File: src/rtl/sparse_idx_gen.sv
// Builds the support of a weight-W sparse polynomial: pulls RNG words, splits them
// into lane candidates, and stores each in-range, previously unseen index in the RAM.
module sparse_idx_gen #(
    parameter int R         = 11027,
    parameter int W         = 67,
    parameter int RNG_DAT_W = 64,
    parameter int LANES     = 2,
    parameter int IDX_W     = 14,
    parameter int ADDR_W    = 7
) (
    input  logic                 clk,
    input  logic                 rst_b,
    input  logic                 start,
    output logic                 done,
    output logic                 busy,
    output logic [ADDR_W:0]      count,
    output logic                 rng_start,
    output logic                 fifo_rng_rd,
    input  logic                 fifo_rng_empty,
    input  logic [RNG_DAT_W-1:0] fifo_rng_din,
    output logic [ADDR_W-1:0]    h_addra,
    output logic                 h_wea,
    output logic [IDX_W-1:0]     h_douta,
    input  logic [IDX_W-1:0]     h_dina,
    output logic [ADDR_W-1:0]    h_addrb,
    input  logic [IDX_W-1:0]     h_dinb
);

    localparam int LANE_W = (LANES > 1) ? $clog2(LANES) : 1;
    localparam int CNT_W  = ADDR_W + 1;
    localparam logic [CNT_W-1:0]  CNT_ONE  = 1;
    localparam logic [CNT_W-1:0]  CNT_W_V  = CNT_W'(W);
    localparam logic [ADDR_W-1:0] ADDR_ONE = 1;
    localparam logic [LANE_W-1:0] LANE_ONE = 1;
    localparam logic [LANE_W-1:0] LANE_MAX = LANE_W'(LANES - 1);
    localparam logic [31:0]       R_U      = 32'(R);

    typedef enum logic [2:0] {IDLE, FETCH, SEL, SCAN, WRITE} state_t;

    state_t                 state_q, state_d;
    logic [RNG_DAT_W-1:0]   word_q, word_d;
    logic [LANE_W-1:0]      lane_q, lane_d;
    logic [CNT_W-1:0]       count_q, count_d;
    logic [ADDR_W-1:0]      j_q, j_d;
    logic                   issue_q, issue_d;
    logic                   rdv_q, rdv_d;
    logic [CNT_W-1:0]       rdBase_q, rdBase_d;
    logic                   done_q, done_d;
    logic                   busy_q, busy_d;
    logic                   rng_q, rng_d;
    logic                   rd_q, rd_d;
    logic                   wea_q, wea_d;
    logic [ADDR_W-1:0]      addra_q, addra_d;
    logic [ADDR_W-1:0]      addrb_q, addrb_d;
    logic [IDX_W-1:0]       douta_q, douta_d;

    logic [IDX_W-1:0]       laneField [LANES];
    logic [IDX_W-1:0]       cand;
    logic                   candOk;
    logic                   lastLane;
    logic [LANE_W-1:0]      advLane;
    state_t                 advState;
    logic [CNT_W-1:0]       pairBase;
    logic                   hitA, hitB;
    logic                   unusedWord;

    // Only the low IDX_W bits of each 16-bit lane carry an index; the rest is folded away.
    assign unusedWord = ^{word_q, fifo_rng_din};

    always_comb begin
        for (int k = 0; k < LANES; k++) begin
            laneField[k] = word_q[16*k +: IDX_W];
        end
    end

    assign cand     = laneField[lane_q];
    assign candOk   = 32'(cand) < R_U;
    assign lastLane = (lane_q == LANE_MAX);
    assign advLane  = lastLane ? lane_q : lane_q + LANE_ONE;
    assign advState = lastLane ? FETCH : SEL;
    assign pairBase = {j_q, 1'b0};

    // Read data lags the issued pair by one cycle; entries at or beyond count are stale.
    assign hitA = rdv_q && (rdBase_q < count_q) && (h_dina == cand);
    assign hitB = rdv_q && ((rdBase_q + CNT_ONE) < count_q) && (h_dinb == cand);

    always_comb begin
        state_d  = state_q;
        word_d   = word_q;
        lane_d   = lane_q;
        count_d  = count_q;
        j_d      = j_q;
        issue_d  = 1'b0;
        rdv_d    = issue_q;
        rdBase_d = {1'b0, addra_q};
        done_d   = 1'b0;
        busy_d   = busy_q;
        rng_d    = rng_q;
        rd_d     = 1'b0;
        wea_d    = 1'b0;
        addra_d  = addra_q;
        addrb_d  = addrb_q;
        douta_d  = douta_q;

        case (state_q)
            IDLE: begin
                if (start && !done_q) begin
                    count_d = '0;
                    busy_d  = 1'b1;
                    rng_d   = 1'b1;
                    state_d = FETCH;
                end
            end
            FETCH: begin
                if (!fifo_rng_empty) begin
                    word_d  = fifo_rng_din;
                    rd_d    = 1'b1;
                    lane_d  = '0;
                    state_d = SEL;
                end
            end
            SEL: begin
                if (!candOk) begin
                    lane_d  = advLane;
                    state_d = advState;
                end else if (count_q == '0) begin
                    wea_d   = 1'b1;
                    addra_d = count_q[ADDR_W-1:0];
                    douta_d = cand;
                    state_d = WRITE;
                end else begin
                    addra_d = '0;
                    addrb_d = ADDR_ONE;
                    j_d     = ADDR_ONE;
                    issue_d = 1'b1;
                    state_d = SCAN;
                end
            end
            SCAN: begin
                if (hitA || hitB) begin
                    lane_d  = advLane;
                    state_d = advState;
                end else if (rdv_q && !issue_q) begin
                    wea_d   = 1'b1;
                    addra_d = count_q[ADDR_W-1:0];
                    douta_d = cand;
                    state_d = WRITE;
                end else if (pairBase < count_q) begin
                    addra_d = pairBase[ADDR_W-1:0];
                    addrb_d = {pairBase[ADDR_W-1:1], 1'b1};
                    j_d     = j_q + ADDR_ONE;
                    issue_d = 1'b1;
                end
            end
            WRITE: begin
                count_d = count_q + CNT_ONE;
                if ((count_q + CNT_ONE) == CNT_W_V) begin
                    done_d  = 1'b1;
                    busy_d  = 1'b0;
                    rng_d   = 1'b0;
                    state_d = IDLE;
                end else begin
                    lane_d  = advLane;
                    state_d = advState;
                end
            end
            default: state_d = IDLE;
        endcase
    end

    always_ff @(posedge clk or negedge rst_b) begin
        if (!rst_b) begin
            state_q  <= IDLE;
            word_q   <= '0;
            lane_q   <= '0;
            count_q  <= '0;
            j_q      <= '0;
            issue_q  <= 1'b0;
            rdv_q    <= 1'b0;
            rdBase_q <= '0;
            done_q   <= 1'b0;
            busy_q   <= 1'b0;
            rng_q    <= 1'b0;
            rd_q     <= 1'b0;
            wea_q    <= 1'b0;
            addra_q  <= '0;
            addrb_q  <= '0;
            douta_q  <= '0;
        end else begin
            state_q  <= state_d;
            word_q   <= word_d;
            lane_q   <= lane_d;
            count_q  <= count_d;
            j_q      <= j_d;
            issue_q  <= issue_d;
            rdv_q    <= rdv_d;
            rdBase_q <= rdBase_d;
            done_q   <= done_d;
            busy_q   <= busy_d;
            rng_q    <= rng_d;
            rd_q     <= rd_d;
            wea_q    <= wea_d;
            addra_q  <= addra_d;
            addrb_q  <= addrb_d;
            douta_q  <= douta_d;
        end
    end

    assign done        = done_q;
    assign busy        = busy_q;
    assign count       = count_q;
    assign rng_start   = rng_q;
    assign fifo_rng_rd = rd_q;
    assign h_wea       = wea_q;
    assign h_addra     = addra_q;
    assign h_addrb     = addrb_q;
    assign h_douta     = douta_q;

endmodule

File: config.mk
export PLATFORM = sky130hd
export DESIGN_NAME = sparse_idx_gen
export DESIGN_NICKNAME = d
export VERILOG_FILES = /design/src/rtl/sparse_idx_gen.sv
export SDC_FILE = /design/constraint.sdc
export NUM_CORES = 1
export LEC_CHECK = 0
export CAP_MARGIN = 20
export CORE_MARGIN = 5
export CORE_UTILIZATION = 51
export CTS_BUF_LIST = sky130_fd_sc_hd__clkbuf_4 sky130_fd_sc_hd__clkbuf_8
export CTS_CLUSTER_SIZE = 30
export DETAILED_ROUTE_END_ITERATION = 10
export GPL_ROUTABILITY_DRIVEN = 0
export PLACE_DENSITY = 0.83
export SLEW_MARGIN = 25
export SYNTH_ARGS = -nofsm -noshare
export SYNTH_HDL_FRONTEND = slang
export SYNTH_SLANG_ARGS = --single-unit
File: constraint.sdc
create_clock -name clk -period 2.93 [get_ports clk]
set_clock_uncertainty 0.1 [all_clocks]
set_input_delay 0.879 -clock clk [delete_from_list [all_inputs] [get_ports clk]]
set_output_delay 0.879 -clock clk [all_outputs]
set_load 0.01 [all_outputs]
* After elaboration in Yosys (flattened, before gate mapping)
Cells that the tools add are included.
W data, S select, Z words.
** Cells by class
- $add $sub $neg :: 4
- Multipliers :: 0
- Div/mod/pow operators :: 0
- Order comparisons :: 5
- Eq/ne operators :: 22
- Shifts and indexed selects :: 0
- Muxes and demuxes :: 59
- Bitwise operators :: 2
- Reductions and logical operators :: 22
** Operator list (number)
- $mux W14 :: 7
- $mux W7 :: 13
- $pmux W7 S2 :: 3
- $eq A14 B14 Y1 :: 2
- $pmux W14 S2 :: 1
- $ne A2 B2 Y1 const B :: 13
- $mux W1 :: 20
- $mux W3 :: 6
- $lt A8 B8 Y1 :: 2
- $pmux W8 S2 :: 1
- $pmux W3 S5 :: 1
- $lt A14 B14 Y1 const B :: 1
- $reduce_and A5 Y1 :: 2
- $add A7 B1 Y8 const B :: 1
- $add A8 B1 Y8 const B :: 1
- $eq A8 B7 Y1 const B :: 1
- $logic_not A8 Y1 :: 1
- $lt A7 B8 Y1 :: 1
- $mux W8 :: 1
- $add A7 B1 Y7 const B :: 1
- $eq A3 B2 Y1 const B :: 2
- $logic_and A1 B1 Y1 :: 6
- $ne A3 B3 Y1 const B :: 2
- $pmux W1 S2 :: 3
- 17 further kinds :: 22
** Word-level totals
- Register bits :: 90
- Bits in latches :: 0
- Memory bits (writable) :: 0
- Memory bits (read-only) :: 0
- Input port bits :: 96
- Output and inout bits :: 41
- Word-level logic and storage cells :: 129
- Memories kept :: 0

* Logic depth before layout (Yosys ltp)
- Depth after elaboration :: 9
- Mapped depth :: 13
- Mapped depth without buffers :: 12

* Worst setup path before layout
No wires, ideal clock.
- Path type :: register -> register
- Start point :: reg rdBase_q[0]
- End point :: reg douta_q[11], in the netlist h_douta[11]
- Setup time :: 128 ps
- Arrival :: 2437 ps
- Required time :: 2702 ps
- Slack :: 265 ps
- Cell stages (with the launch flop) :: 13
- Path buffers :: 0
- Clock period less this slack :: 2665 ps
- Path through :: dfrtp_1 -> ha_1 -> nand3_1 -> nor2_1 -> xor2_1 -> ha_1 -> o21ai_0 -> o21ai_0 -> nor4_1 -> nand4_1 -> o22ai_4 -> o21ai_4 -> mux2_1
** On the way
- Word-level cells in the longest chain between the ends :: 7
- Elaborated cells between the ends (all ways) :: 10
- Classes of those cells :: add/sub: 1; order compare: 2; eq/ne: 1; reduce/logical: 6
** Ends and longest elaborated chain
- from (decl) :: RTL line 47 : logic [CNT_W-1:0] rdBase_q, rdBase_d;
- from (signal assigned) :: RTL line 197 : rdBase_q <= rdBase_d;
- $add A7 B1 Y8 :: RTL line 85 : assign hitB = rdv_q && ((rdBase_q + CNT_ONE) < count_q) && (h_dinb == cand);
- $lt A8 B8 Y1 :: RTL line 85
- $logic_and A1 B1 Y1 (2 in series) :: RTL line 85
- $logic_or A1 B1 Y1 * :: RTL line 140 : if (hitA || hitB) begin
- $ne A2 B2 Y1 (no source line) *
- $reduce_and A5 Y1 (no source line) *
- to (signal assigned) :: RTL line 205 : douta_q <= douta_d;
- to (decl) :: RTL line 55 : logic [IDX_W-1:0] douta_q, douta_d;
Every way passes the cells marked *; elsewhere a longest branch is shown, timed or not.
A chain may end at the register's enable or synchronous reset.

* Worst setup path in the final report
- Start point :: reg rdBase_q[0]
- End point :: reg addrb_q[0], in the netlist h_addrb[0]
** On the way
- Word-level cells in the longest chain between the ends :: 7
- Elaborated cells between the ends (all ways) :: 10
- Classes of those cells :: add/sub: 1; order compare: 2; eq/ne: 1; reduce/logical: 6
** Ends and longest elaborated chain
- $add A7 B1 Y8 :: RTL line 85
- $lt A8 B8 Y1 :: RTL line 85
- $logic_and A1 B1 Y1 (2 in series) :: RTL line 85
- $logic_or A1 B1 Y1 * :: RTL line 140
- $ne A2 B2 Y1 (no source line) *
- $reduce_and A6 Y1 (no source line) *
- to (signal assigned) :: RTL line 204 : addrb_q <= addrb_d;
- to (decl) :: RTL line 54 : logic [ADDR_W-1:0] addrb_q, addrb_d;
Marked as above.

==> results.txt <==
Pre-antenna DRT Iters - 5
Drt via density - 5.78
Initial antenna violation count - 0
Critical path fanouts, max - 7
Seq cells post-synth - 88
Clock period minus worst slack - 2960 ps
Final worst slack - -25.1 ps
Core area - 0.00982 mm²
Residual DRC count - 0
First-pass GRT wire length - 23,000 µm
Setup CP Type - reg -> reg
FMAX - 338 MHz
Failing checks - negative setup slack
Die Area - 0.0122 mm²
Outcome - finished with violations
Initial Util - 52.5%
Yosys top cell area share - 42.7%
Clk buf depth - 2
Post-Route WL - 14,100 µm
FFs w/ async S/R, synth - 100%
Slew headroom - 55.1%
Slew @ Worst Pin - 672 ps
Via count - 4,346
ANT nets after route - 0
Boundary pin count - 137
WP data required - 3080 ps
Count of cell types in the netlist - 71
Pin count of the biggest net entering global routing - 54
Worst hold slack - 305 ps
LEAKAGE - 2.84 nW
Top_reg_cell synth - dfrtp_1
Top cells by area, synth - dfrtp_1 43%, mux2_2 6.8%, ha_1 6.1%, mux2i_1 5.0%, xnor2_1 4.2%
Clock Sinks - 88
CP Capture Type - register
Diodes inserted - 0
Setup violation total in the final timing report - 5
Port Buffer Count - 100
First-iteration detailed-routing DRC count - 337
Synth warn - 0
Worst slack, placed - -212 ps
Post-Synthesis Net Count - 607
Total chip power - 0.00682 W
Commonest non-fill, non-tap cell in the layout - clkdlybuf4s50_1
Period utilisation layout - 101%
Final instance area - 0.00685 mm²
Vias in the first global route - 4,625
Layout cells sized above 1 - 21.2%
Final Hold Viols - 0
Worst-Skew Late Latency - 370 ps
Clk root buf - clkbuf_8
CTS Buf Count - 9
Power density over the cells - 996 mW/mm²
Synth area leader - dfrtp_1
Synthesized area - 0.00515 mm²
Die Ht - 111 µm
CTS clock-pin slew for the worst setup and hold paths - 90 ps
Post-detail-place hpwl - 10,500 µm
Total gr overflow - 0
Hold Crit Class - reg -> reg
GR Util All Layers - 23.3%
Commonest cells after routing, fill and taps aside - 99 x clkdlybuf4s50_1, 87 x dfrtp_1, 34 x buf_4
Die W - 111 µm
Post-synth EDFFs - 0
Area Growth Syn to Fin - 32.9%
VDD IR max - 0.000498 V
H-tree depth - 3
Slew Viols, Final - 0
Seq/Total Area, Yosys - 42.7%
CTS tree - yes
MaxCap Viol Count - 0
Post-synthesis area per instance - 10.6 µm²
Post-Place Cell Area - 0.00652 mm²
Fill count - 729
Final net count - 735
# hold bufs at CTS - 0
Cells after Synth - 486
Row Count - 36
Routed len/inst - 18.8 µm
CP Data Arrival Time - 3110 ps
RSZ-0062 raised after global routing - true
Startpoint Class - register
-- critical path, cell delays in order, from the launching register on --
cell and delay (ps):
dfrtp_1 380, ha_2 220, nand3_4 90, nor2_4 120
xor2_1 160, ha_1 270, o21ai_2 160, o21ai_2 90
nor4_2 220, nand4_1 250, o22ai_4 310, buf_6 180
o21ai_2 60, or2_1 230
-- final cells by class --
cell class | instances | area (µm²) | share of cell area, %
Inverter | 26 | 97.6 | 1.43
Multi-Input combinational cell | 348 | 2810 | 41.0
Clock buffer | 11 | 145 | 2.12
Tap cell | 133 | 166 | 2.43
Clock inverter | 5 | 56.3 | 0.822
Timing Repair Buffer | 141 | 1370 | 20.0
Sequential cell | 88 | 2200 | 32.2
-- synth_stat cells (all sizes together), types with 4 or more instances --
cell type	number
clkbuf	14
nor2	17
xor2	10
mux2i	35
inv	26
nand4	5
mux2	33
a21oi	14
o31ai	6
nor4	9
nor3	11
dfrtp	88
nand2b	6
xnor2	25
o21ai	27
ha	25
o211ai	4
nand3	25
nand2	33
buf	10
nor2b	8
-- registers in the layout (all words and copies together) (netlist names) --
signal       cells
h_addra          7
done             1
issue_q          1
state_q          3
rng_start        1
word_q          28
j_q              7
fifo_rng_rd      1
h_douta         14
rdv_q            1
rdBase_q         7
lane_q           1
h_wea            1
count            8
h_addrb          7
-- metrics by stage --
stage / utilization [%] / TNS, ps / instances
3_3_place_gp: 66.4 / -784 / 732
5_1_grt: 69.7 / -5220 / 752
2_1_floorplan: - / 0 / 486
3_5_place_dp: 66.4 / -4530 / 732
6_report: 69.7 / -74.3 / 752
4_1_cts: 69.0 / -32.0 / 749
-- report_power, final --
part | total (W) | internal, W | switching, W
logic | 0.00381 | 0.00190 | 0.00191
registers | 0.00214 | 0.00172 | 0.000420
clock network | 0.000869 | 0.000426 | 0.000443
-- worst paths after layout --
check | endpoint | start | cells past startpoint | slack [ps]
max | h_addrb[0] | rdBase_q[0] | 13 | -30
min | rdBase_q[4] | h_addra[4] | 0 | 300
max reg2reg | h_addrb[0] | rdBase_q[0] | 13 | -30
min reg2reg | rdBase_q[4] | h_addra[4] | 0 | 300
max in group asynchronous | h_addra[3] | rst_b | 2 | 1710
min in group asynchronous | word_q[9] | rst_b | 1 | 360
-- per-layer routing --
layer | part of all wire (%) | up-vias | GRT usage, %
met5 | 0 | - | 0
met4 | 3.2 | 0 | 10.4
met3 | 6.7 | 43 | 5.14
met2 | 50 | 169 | 37.9
met1 | 40 | 2132 | 29.8
li1 | - | 2002 | -
-- cell families after synthesis --
logic type,after synthesis,synth area share (%)
AOI/OAI and AO/OA,85,11.6
xor gates and xnor gates,35,5.95
adders and majority gates,25,6.07
buffers and inverters,50,4.49
DFF,88,42.7
muxes,68,15.0
and+or+nand+nor,135,14.2
-- timing repair --
action                                  CTS  global route
buffers inserted                          2             3
pin swaps                                10            24
endpoints found under the setup margin   40            40
gates resized for setup                  16            17
hold endpoints to repair                  0             0
Note: power is estimated with default switching activity, not from simulation.
